## config.mk

```make
export PLATFORM = sky130hd
export DESIGN_NAME = cnn_layer_sequencer
export DESIGN_NICKNAME = d
export VERILOG_FILES = /design/src/rtl/cnn_pkg.sv /design/src/rtl/cnn_layer_sequencer_watchdog.sv /design/src/rtl/cnn_layer_sequencer.sv
export SDC_FILE = /design/constraint.sdc
export NUM_CORES = 1
export LEC_CHECK = 0
export ABC_AREA = 1
export CORE_MARGIN = 2
export CORE_UTILIZATION = 55
export CTS_CLUSTER_SIZE = 25
export DETAILED_ROUTE_END_ITERATION = 12
export PLACE_DENSITY_LB_ADDON = 0.05
export SYNTH_ARGS = -nofsm -noshare
export SYNTH_HDL_FRONTEND = slang
export SYNTH_SLANG_ARGS = --single-unit
```

## constraint.sdc

```tcl
create_clock -name clk -period 2.1 [get_ports clk]
set_input_delay 0.315 -clock clk [delete_from_list [all_inputs] [get_ports clk]]
set_output_delay 0.315 -clock clk [all_outputs]
set_load 0.005 [all_outputs]
```

## src/rtl/cnn_pkg.sv

```systemverilog
// Shared types and defaults for the CNN frame sequencer and its watchdog.
package cnn_pkg;

    typedef enum logic [2:0] {
        IDLE,
        LAUNCH,
        WAIT,
        DONE,
        ERROR
    } seq_state_t;

    typedef enum logic [1:0] {
        ERR_NONE     = 2'd0,
        ERR_TIMEOUT  = 2'd1,
        ERR_SPURIOUS = 2'd2
    } err_code_t;

    localparam int unsigned DEFAULT_TIMEOUT_CYCLES = 65536;

endpackage

```

## src/rtl/cnn_layer_sequencer_watchdog.sv

```systemverilog
// Per-stage hang detector: counts WAIT cycles and flags the last permitted one.
module stage_watchdog
    import cnn_pkg::*;
#(
    parameter int unsigned TIMEOUT_CYCLES = DEFAULT_TIMEOUT_CYCLES,
    localparam int unsigned CNT_W         = $clog2(TIMEOUT_CYCLES)
) (
    input  logic clk,
    input  logic reset,
    input  logic i_clear,
    input  logic i_enable,
    output logic o_expired
);

    localparam logic [CNT_W-1:0] TERMINAL = CNT_W'(TIMEOUT_CYCLES - 1);

    logic [CNT_W-1:0] r_count;

    assign o_expired = (r_count == TERMINAL);

    // Holds at terminal count so the flag stays asserted until cleared.
    always_ff @(posedge clk) begin
        if (reset || i_clear) begin
            r_count <= '0;
        end else if (i_enable && !o_expired) begin
            r_count <= r_count + 1'b1;
        end
    end

endmodule

```

## src/rtl/cnn_layer_sequencer.sv

```systemverilog
// Frame-level controller: launches each CNN layer in order via start/done pulses,
// measures frame latency and watchdogs every stage for hangs and stray done pulses.
module cnn_layer_sequencer
    import cnn_pkg::*;
#(
    parameter int unsigned NUM_STAGES     = 5,
    parameter int unsigned TIMEOUT_CYCLES = DEFAULT_TIMEOUT_CYCLES,
    parameter int unsigned CNT_WIDTH      = 32,
    localparam int unsigned IDX_W         = (NUM_STAGES > 1) ? $clog2(NUM_STAGES) : 1
) (
    input  logic                  clk,
    input  logic                  reset,
    input  logic                  frame_valid,
    output logic                  frame_ready,
    input  logic                  abort,
    output logic [NUM_STAGES-1:0] stage_start,
    input  logic [NUM_STAGES-1:0] stage_done,
    output logic                  busy,
    output logic [IDX_W-1:0]      cur_stage,
    output logic                  result_valid,
    output logic [CNT_WIDTH-1:0]  cycle_count,
    output logic                  error,
    output logic [1:0]            err_code,
    output logic [IDX_W-1:0]      err_stage
);

    localparam logic [NUM_STAGES-1:0] ONE_HOT0  = NUM_STAGES'(1);
    localparam logic [IDX_W-1:0]      LAST_IDX  = IDX_W'(NUM_STAGES - 1);

    seq_state_t            r_state;
    logic [IDX_W-1:0]      r_idx;
    logic [CNT_WIDTH-1:0]  r_cycle_count;
    logic [NUM_STAGES-1:0] r_stage_start;
    logic                  r_frame_ready;
    logic                  r_busy;
    logic                  r_result_valid;
    logic                  r_error;
    err_code_t             r_err_code;
    logic [IDX_W-1:0]      r_err_stage;

    logic [IDX_W-1:0]      w_next_idx;
    logic [NUM_STAGES-1:0] w_idx_onehot;
    logic [NUM_STAGES-1:0] w_next_onehot;
    logic [NUM_STAGES-1:0] w_stray_done;
    logic                  w_last_stage;
    logic                  w_in_flight;
    logic                  w_wd_clear;
    logic                  w_wd_enable;
    logic                  w_wd_expired;

    assign w_next_idx    = r_idx + 1'b1;
    assign w_idx_onehot  = ONE_HOT0 << r_idx;
    assign w_next_onehot = ONE_HOT0 << w_next_idx;
    assign w_stray_done  = stage_done & ~w_idx_onehot;
    assign w_last_stage  = (r_idx == LAST_IDX);
    assign w_in_flight   = (r_state == LAUNCH) || (r_state == WAIT);
    assign w_wd_clear    = (r_state == LAUNCH);
    assign w_wd_enable   = (r_state == WAIT);

    stage_watchdog #(
        .TIMEOUT_CYCLES (TIMEOUT_CYCLES)
    ) u_watchdog (
        .clk       (clk),
        .reset     (reset),
        .i_clear   (w_wd_clear),
        .i_enable  (w_wd_enable),
        .o_expired (w_wd_expired)
    );

    // Abort must suppress a pulse already registered for the current cycle.
    assign stage_start  = r_stage_start & {NUM_STAGES{~abort}};
    assign result_valid = r_result_valid & ~abort;
    assign frame_ready  = r_frame_ready;
    assign busy         = r_busy;
    assign cur_stage    = r_idx;
    assign cycle_count  = r_cycle_count;
    assign error        = r_error;
    assign err_code     = r_err_code;
    assign err_stage    = r_err_stage;

    always_ff @(posedge clk) begin
        if (reset) begin
            r_state        <= IDLE;
            r_idx          <= '0;
            r_cycle_count  <= '0;
            r_stage_start  <= '0;
            r_frame_ready  <= 1'b1;
            r_busy         <= 1'b0;
            r_result_valid <= 1'b0;
            r_error        <= 1'b0;
            r_err_code     <= ERR_NONE;
            r_err_stage    <= '0;
        end else begin
            r_stage_start  <= '0;
            r_result_valid <= 1'b0;

            if (w_in_flight && !abort && (r_cycle_count != '1)) begin
                r_cycle_count <= r_cycle_count + 1'b1;
            end

            case (r_state)
                IDLE: begin
                    if (frame_valid) begin
                        r_state       <= LAUNCH;
                        r_idx         <= '0;
                        r_cycle_count <= '0;
                        r_stage_start <= ONE_HOT0;
                        r_frame_ready <= 1'b0;
                        r_busy        <= 1'b1;
                    end
                end

                LAUNCH: begin
                    if (abort) begin
                        r_state       <= IDLE;
                        r_busy        <= 1'b0;
                        r_frame_ready <= 1'b1;
                    end else if (|stage_done) begin
                        r_state       <= ERROR;
                        r_busy        <= 1'b0;
                        r_error       <= 1'b1;
                        r_err_code    <= ERR_SPURIOUS;
                        r_err_stage   <= r_idx;
                    end else begin
                        r_state <= WAIT;
                    end
                end

                WAIT: begin
                    if (abort) begin
                        r_state       <= IDLE;
                        r_busy        <= 1'b0;
                        r_frame_ready <= 1'b1;
                    end else if (|w_stray_done) begin
                        r_state       <= ERROR;
                        r_busy        <= 1'b0;
                        r_error       <= 1'b1;
                        r_err_code    <= ERR_SPURIOUS;
                        r_err_stage   <= r_idx;
                    end else if (|(stage_done & w_idx_onehot)) begin
                        if (w_last_stage) begin
                            r_state        <= DONE;
                            r_busy         <= 1'b0;
                            r_result_valid <= 1'b1;
                        end else begin
                            r_state       <= LAUNCH;
                            r_idx         <= w_next_idx;
                            r_stage_start <= w_next_onehot;
                        end
                    end else if (w_wd_expired) begin
                        r_state     <= ERROR;
                        r_busy      <= 1'b0;
                        r_error     <= 1'b1;
                        r_err_code  <= ERR_TIMEOUT;
                        r_err_stage <= r_idx;
                    end
                end

                DONE: begin
                    if (abort) begin
                        r_state       <= IDLE;
                        r_frame_ready <= 1'b1;
                    end else if (|stage_done) begin
                        r_state     <= ERROR;
                        r_error     <= 1'b1;
                        r_err_code  <= ERR_SPURIOUS;
                        r_err_stage <= r_idx;
                    end else begin
                        r_state       <= IDLE;
                        r_frame_ready <= 1'b1;
                    end
                end

                ERROR: begin
                    if (abort) begin
                        r_state       <= IDLE;
                        r_frame_ready <= 1'b1;
                        r_error       <= 1'b0;
                        r_err_code    <= ERR_NONE;
                        r_err_stage   <= '0;
                    end
                end

                default: begin
                    r_state <= IDLE;
                end
            endcase
        end
    end

endmodule

```

==> qor.csv, run 1 <==
metric;value;unit
run status;finished, final reports clean;
NumNets Final;690;
Rel. slew slack;0.684;
unrepaired setup endpoints after global routing;false;
Routed Antenna Nets;0;
met2 wire len;4.15;mm
# setup viols final;0;
final worst path period share;0.924;
CP Max Fanout;5;
PD cells;748;nW/um^2
all-layer global routing usage;0.242;
R2R depth;10;
R2R Setup Slk;0.16;ns
root buffer selected by CTS;clkbuf_8;
H-tree levels;3;
Syn Inst Count;601;
routed length on met3;636;um
vias post-DR;4026;
port bufs;57;
synthesized flop and latch total;68;
CP max stage cell;dfxtp_1;
die span in y;88.3;um
multiplexer area fraction after synthesis;0;
row cnt;30;
Worst Setup Start Kind;flip-flop;
Reg-to-Reg End;cycle_count[30]$_SDFF_PP0_;
Overflow after GRT;0;
post-synthesis cell type count;36;
cell taking the most area after synthesis;dfxtp_1;
area delta synth->final;23.0;%
final RePlAce weighted congestion;0.865;
Slew Limit Fails;0;
vias in the first global route;3471;
hold path start;err_stage[0]$_SDFFE_PP0P_;
Peak VDD IR;0.678;mV
largest family of logic cells by synthesized area;simple AND/OR/NAND/NOR gates;
minimum clock period;1.94;ns
Hold Crit Class;reg2reg;
number of warnings issued by yosys;0;
Mapped Area;3910;sq um
drt initial violations;211;
# fillers;633;
hold endpoint;err_stage[0]$_SDFFE_PP0P_;
CTS Sinks;68;
Synthesized Nets;622;
Setup crit end kind;flip-flop;
Worst EP arrival;2.18;ns
Max Cap Viol;0;
CTS tree;yes;
reg2reg start;cycle_count[0]$_SDFF_PP0_;
worst path required time;2.34;ns
mean post-synth cell area;6.50;sq um
first-pass GRT wire length;15.1;mm
final wirelength;9.30;mm
DRC errors left;0;
initial core utilization;0.572;
most frequent cells in the layout;nand2_1 (153), nor2_1 (113), dfxtp_1 (66), inv_1 (57), clkdlybuf4s50_1 (57);
hold depth;2;
antenna violations before repair;0;
max layer used;met4;
setup_tns;0;ns
die area;7800;sq um
Clock Path Buffers;2;
Final Total Pwr;3.59;mW
Clock Pin Slew Worst Setup and Hold Paths;0.07;ns
wire length on met1;4.40;mm
CP max stage delay;0.39;ns
vias per std cell;5.23;
simple-gate share of the synthesized area;0.435;
cells along the critical path;ha_1 -> nand3_1 -> nor2_1 -> nand3_1 -> nor2_1 -> nand3_1 -> nor2_1 -> nand3_1 -> nand2_1 -> nor2_1;
Fin. Hold Viols;0;
Layout Skew;0.00785;ns
Leak;1.80;nW
largest net degree at the start of global routing;29;
post-DR wirelength/cell;12.1;um
drt pass-1 iters;5;
post-synth top area share;0.348;
Slew @ Worst Pin;0.474;ns
commonest non-fill, non-tap cell in the layout;nand2_1;
DP Wirelength;6.84;mm
post-synthesis compound-gate area fraction;0.0813;
layout cells sized above 1;0.102;
XOR/XNOR share of the synthesized area;0.0112;
Worst-Skew Late Latency;0.34;ns
post-synthesis sequential area ratio;0.348;
top post-synthesis cells by area;dfxtp_1 (35%), nand2_1 (15%), nor2_1 (11%);
Die X;88.3;um
Inserted Diodes;0;
Peak Freq;0.515;GHz
Core Box Area;6830;sq um
Synth Area in Adders;0.0384;
WS Path Type;reg2reg;
I/O Pins;58;
CTS Buf Count;9;
## synth_stat cells, drive strengths merged
cell,count
nand2b,1
inv,67
nor2,123
nand4,22
o21bai,3
nor3,16
nand3,49
clkbuf,2
clkinv,1
dfxtp,68
o21a,1
a31o,1
buf,7
and3,1
nand3b,2
xor2,1
a21oi,31
o21ai,21
xnor2,4
o211ai,1
nor3b,5
nand2,161
or2,1
ha,12
## area by class of cell
cell class | count | area [sq um] | share of cell area
timing repair buffer | 65 | 631 | 0.131
clock inverter | 4 | 47.5 | 0.00989
tap | 96 | 120 | 0.0250
sequential | 68 | 1360 | 0.284
multi-input combinational | 457 | 2230 | 0.464
inverter | 68 | 258 | 0.0536
clock buffer | 12 | 155 | 0.0323
## worst max-delay path, delay by kind of cell, from the launching register on
| kind | cells | cell delay, ns |
|---|---|---|
| fa+ha+maj | 1 | 0.18 |
| flops | 1 | 0.39 |
| simple gates | 9 | 1.26 |
## routing by layer
metal  global-route usage  up-vias
met5                    0        -
met4               0.0661        0
met3               0.0588       18
met2                0.390      138
met1                0.325     1800
li1                     -     2070
## what timing repair did
| item | in CTS | in global routing |
|---|---|---|
| gates resized for setup | 0 | 8 |
| setup endpoints to repair | 0 | 10 |
| hold buffers | 0 | 0 |
| buffers inserted | 0 | 1 |
## power breakdown
| group | leakage [nW] | internal [mW] | switching (mW) | total [mW] |
|---|---|---|---|---|
| clock | 0.102 | 0.610 | 0.500 | 1.11 |
| combinational | 1.15 | 0.397 | 0.631 | 1.03 |
| sequential | 0.551 | 1.38 | 0.0804 | 1.46 |
| total | 1.80 | 2.38 | 1.21 | 3.59 |
## worst max path at each step
stage	from	to	slack (ns)	depth (start not counted)
after floorplan	cur_stage[0]$_SDFFE_PP0P_	cur_stage[2]$_SDFFE_PP0P_	0.33	11
after global placement	abort	err_code[1]$_SDFFE_PP0P_	0.15	8
after detailed placement	abort	error$_SDFFE_PP0P_	0.09	8
after CTS	cur_stage[0]$_SDFFE_PP0P_	cur_stage[2]$_SDFFE_PP0P_	0.11	11
after global routing	r_state[1]$_SDFFE_PP0P_	cycle_count[16]$_SDFF_PP0_	0.005	10
final	cycle_count[0]$_SDFF_PP0_	cycle_count[30]$_SDFF_PP0_	0.16	10
## flip-flops by register name (all words and copies together) (netlist names)
register,flops
cycle_count,32
u_watchdog.r_count,16
r_stage_start,5
cur_stage,3
err_stage,3
r_state,3
err_code,2
busy,1
error,1
frame_ready,1
r_result_valid,1
## kinds of logic after synthesis
logic type               count (synthesis)
XOR/XNOR                                 5
AND/OR/NAND/NOR                        381
flip-flops                              68
AO/OA/AOI/OAI                           58
buffers and inverters                   77
adder cells (fa/ha/maj)                 12
## stage by stage
| step | cells | util | instance area (sq um) | hold WS, ns | setup WS [ns] |
|---|---|---|---|---|---|
| after floorplan | 601 | - | 3910 | 0.384 | 0.328 |
| after global placement | 752 | 0.670 | 4580 | 0.458 | 0.150 |
| after detailed placement | 752 | 0.670 | 4580 | 0.460 | 0.0884 |
| after CTS | 768 | 0.699 | 4780 | 0.474 | 0.112 |
| after global routing | 770 | 0.703 | 4810 | 0.491 | 0.00538 |
| final | 770 | 0.703 | 4810 | 0.470 | 0.160 |
No activity file was read; power rests on OpenSTA's default activity.
==> run 2: changes to the inputs <==
- SKIP_LAST_GASP: default -> 1
==> results of run 2 <==
Final layout, timing and power as in run 1 (identical DEF).
==> run 3: changes to the inputs <==
- GPL_TIMING_DRIVEN: default -> 0
- RECOVER_POWER: default -> 50
==> qor.csv, run 3 (synthesis results as in run 1) <==
metric;value;unit
area of placed instances;4600;sq um
Sw Ratio;0.338;
Clock power frac;0.305;
Max Cap Viol;0;
port bufs;57;
CTS Buf Count;9;
largest net degree at the start of global routing;12;
run status;finished, final reports clean;
Reg power frac;0.402;
internal power;2.39;mW
die span in y;88.3;um
PD cells;747;nW/um^2
Slew Limit Fails;0;
area delta synth->final;23.5;%
Hold Crit Class;reg2reg;
vias in the first global route;3566;
DRC errors left;0;
Leak;1.84;nW
most frequent cells in the layout;nand2_1 (153), nor2_1 (112), dfxtp_1 (67), inv_1 (57), clkdlybuf4s50_1 (46);
Worst EP arrival;2.22;ns
# setup viols final;0;
combinational share of power;0.292;
fin cells;770;
max layer used;met4;
row cnt;30;
drt pass-1 iters;5;
Clock Path Buffers;2;
max reg flops;32;
final wirelength;9.43;mm
NetSw;1.22;mW
Routed Antenna Nets;0;
met2 wire len;4.38;mm
final instance area;4830;sq um
minimum clock period;1.98;ns
die area;7800;sq um
Worst-Skew Late Latency;0.35;ns
setup_tns;0;ns
DP Wirelength;7.08;mm
worst path required time;2.34;ns
Core Box Area;6830;sq um
Final Total Pwr;3.61;mW
CP Max Fanout;7;
cell total after placement;754;
layout cells sized above 1;0.101;
antenna violations before repair;0;
post-DR wirelength/cell;12.2;um
Layout Skew;0.0111;ns
drt initial violations;177;
Die X;88.3;um
CTS Sinks;68;
Overflow after GRT;0;
storage element area;1360;sq um
Peak Freq;0.505;GHz
I/O Pins;58;
# fillers;603;
WS Path Type;reg2reg;
vias post-DR;4013;
all-layer global routing usage;0.253;
Fin. Hold Viols;0;
root buffer selected by CTS;clkbuf_8;
initial core utilization;0.572;
Rel. slew slack;0.682;
final RePlAce weighted congestion;0.882;
NumNets Final;690;
first-pass GRT wire length;15.8;mm
final worst path period share;0.943;
commonest non-fill, non-tap cell in the layout;nand2_1;
Slew @ Worst Pin;0.476;ns
H-tree levels;3;
routed length on met3;513;um
wire length on met1;4.44;mm
vias per std cell;5.21;
unrepaired setup endpoints after global routing;true;
Fin Hold WS;0.465;ns
Multi-input gate area;2230;sq um
Clock Pin Slew Worst Setup and Hold Paths;0.07;ns
Setup crit end kind;flip-flop;
Peak VDD IR;0.599;mV
Worst Setup Start Kind;flip-flop;
Inserted Diodes;0;
CTS tree;yes;
-- run 3: cell types whose count changed in the layout (fill, tap and decap cells not counted), sizes merged --
cell,delta
clkbuf,+1
nand2,-1
clkdlybuf4s50,-11
dlygate4sd3,+11
-- run 3: what timing repair did --
action,in CTS,in global routing
resized for setup,1,8
setup buffers,0,1
hold endpoints to repair,0,0
endpoints found under the setup margin,1,25
pin swaps,0,1
hold buffers,0,0
-- run 3: per-stage QoR --
stage,utilization,setup WS (ns)
final,0.707,0.119
after global routing,0.707,-0.0502
after CTS,0.703,0.0265
after detailed placement,0.673,-0.00643
after global placement,0.673,0.0640
after floorplan,-,0.328
-- run 3: area by class of cell --
cell class | count | share of cell area
clock inverter | 4 | 0.00985
buffer | 8 | 0.0148
tap | 96 | 0.0249
clock buffer | 12 | 0.0321
inverter | 68 | 0.0534
sequential | 68 | 0.282
timing repair buffer | 58 | 0.120
multi-input combinational | 456 | 0.463
-- run 3: metal layers --
layer,vias up,global-route usage
met3,11,0.0485
met1,1828,0.343
met4,0,0.0868
li1,2064,-
met2,110,0.406
met5,-,0
-- run 3: worst max-delay path, stage by stage (launching register included) --
cell	delay [ns]
dfxtp_1	0.42
ha_1	0.25
ha_1	0.18
inv_1	0.05
nand2_1	0.06
nand3_2	0.11
nor2_4	0.23
nand2_1	0.07
nand2_1	0.10
nand3_2	0.15
a21oi_1	0.19
nor2_1	0.06
-- run 3: path summary, 6_finish.rpt --
kind	startpoint	endpoint	slack, ns	cells after the start
setup / recovery	cur_stage[0]$_SDFFE_PP0P_	cur_stage[1]$_SDFFE_PP0P_	0.12	11
hold / removal	err_stage[1]$_SDFFE_PP0P_	err_stage[1]$_SDFFE_PP0P_	0.47	2
setup reg to reg	cur_stage[0]$_SDFFE_PP0P_	cur_stage[1]$_SDFFE_PP0P_	0.12	11
hold reg to reg	err_stage[1]$_SDFFE_PP0P_	err_stage[1]$_SDFFE_PP0P_	0.47	2
-- run 3: power by group through the flow --
stage                     Sequential [mW]  Clock, mW  Combinational [mW]
final                                1.45       1.10                1.06
after global routing                 1.46       1.18                1.20
after CTS                            1.45       1.12                1.05
after detailed placement             1.48          0                1.04
after global placement               1.47          0                1.02
after floorplan                      1.47          0               0.707
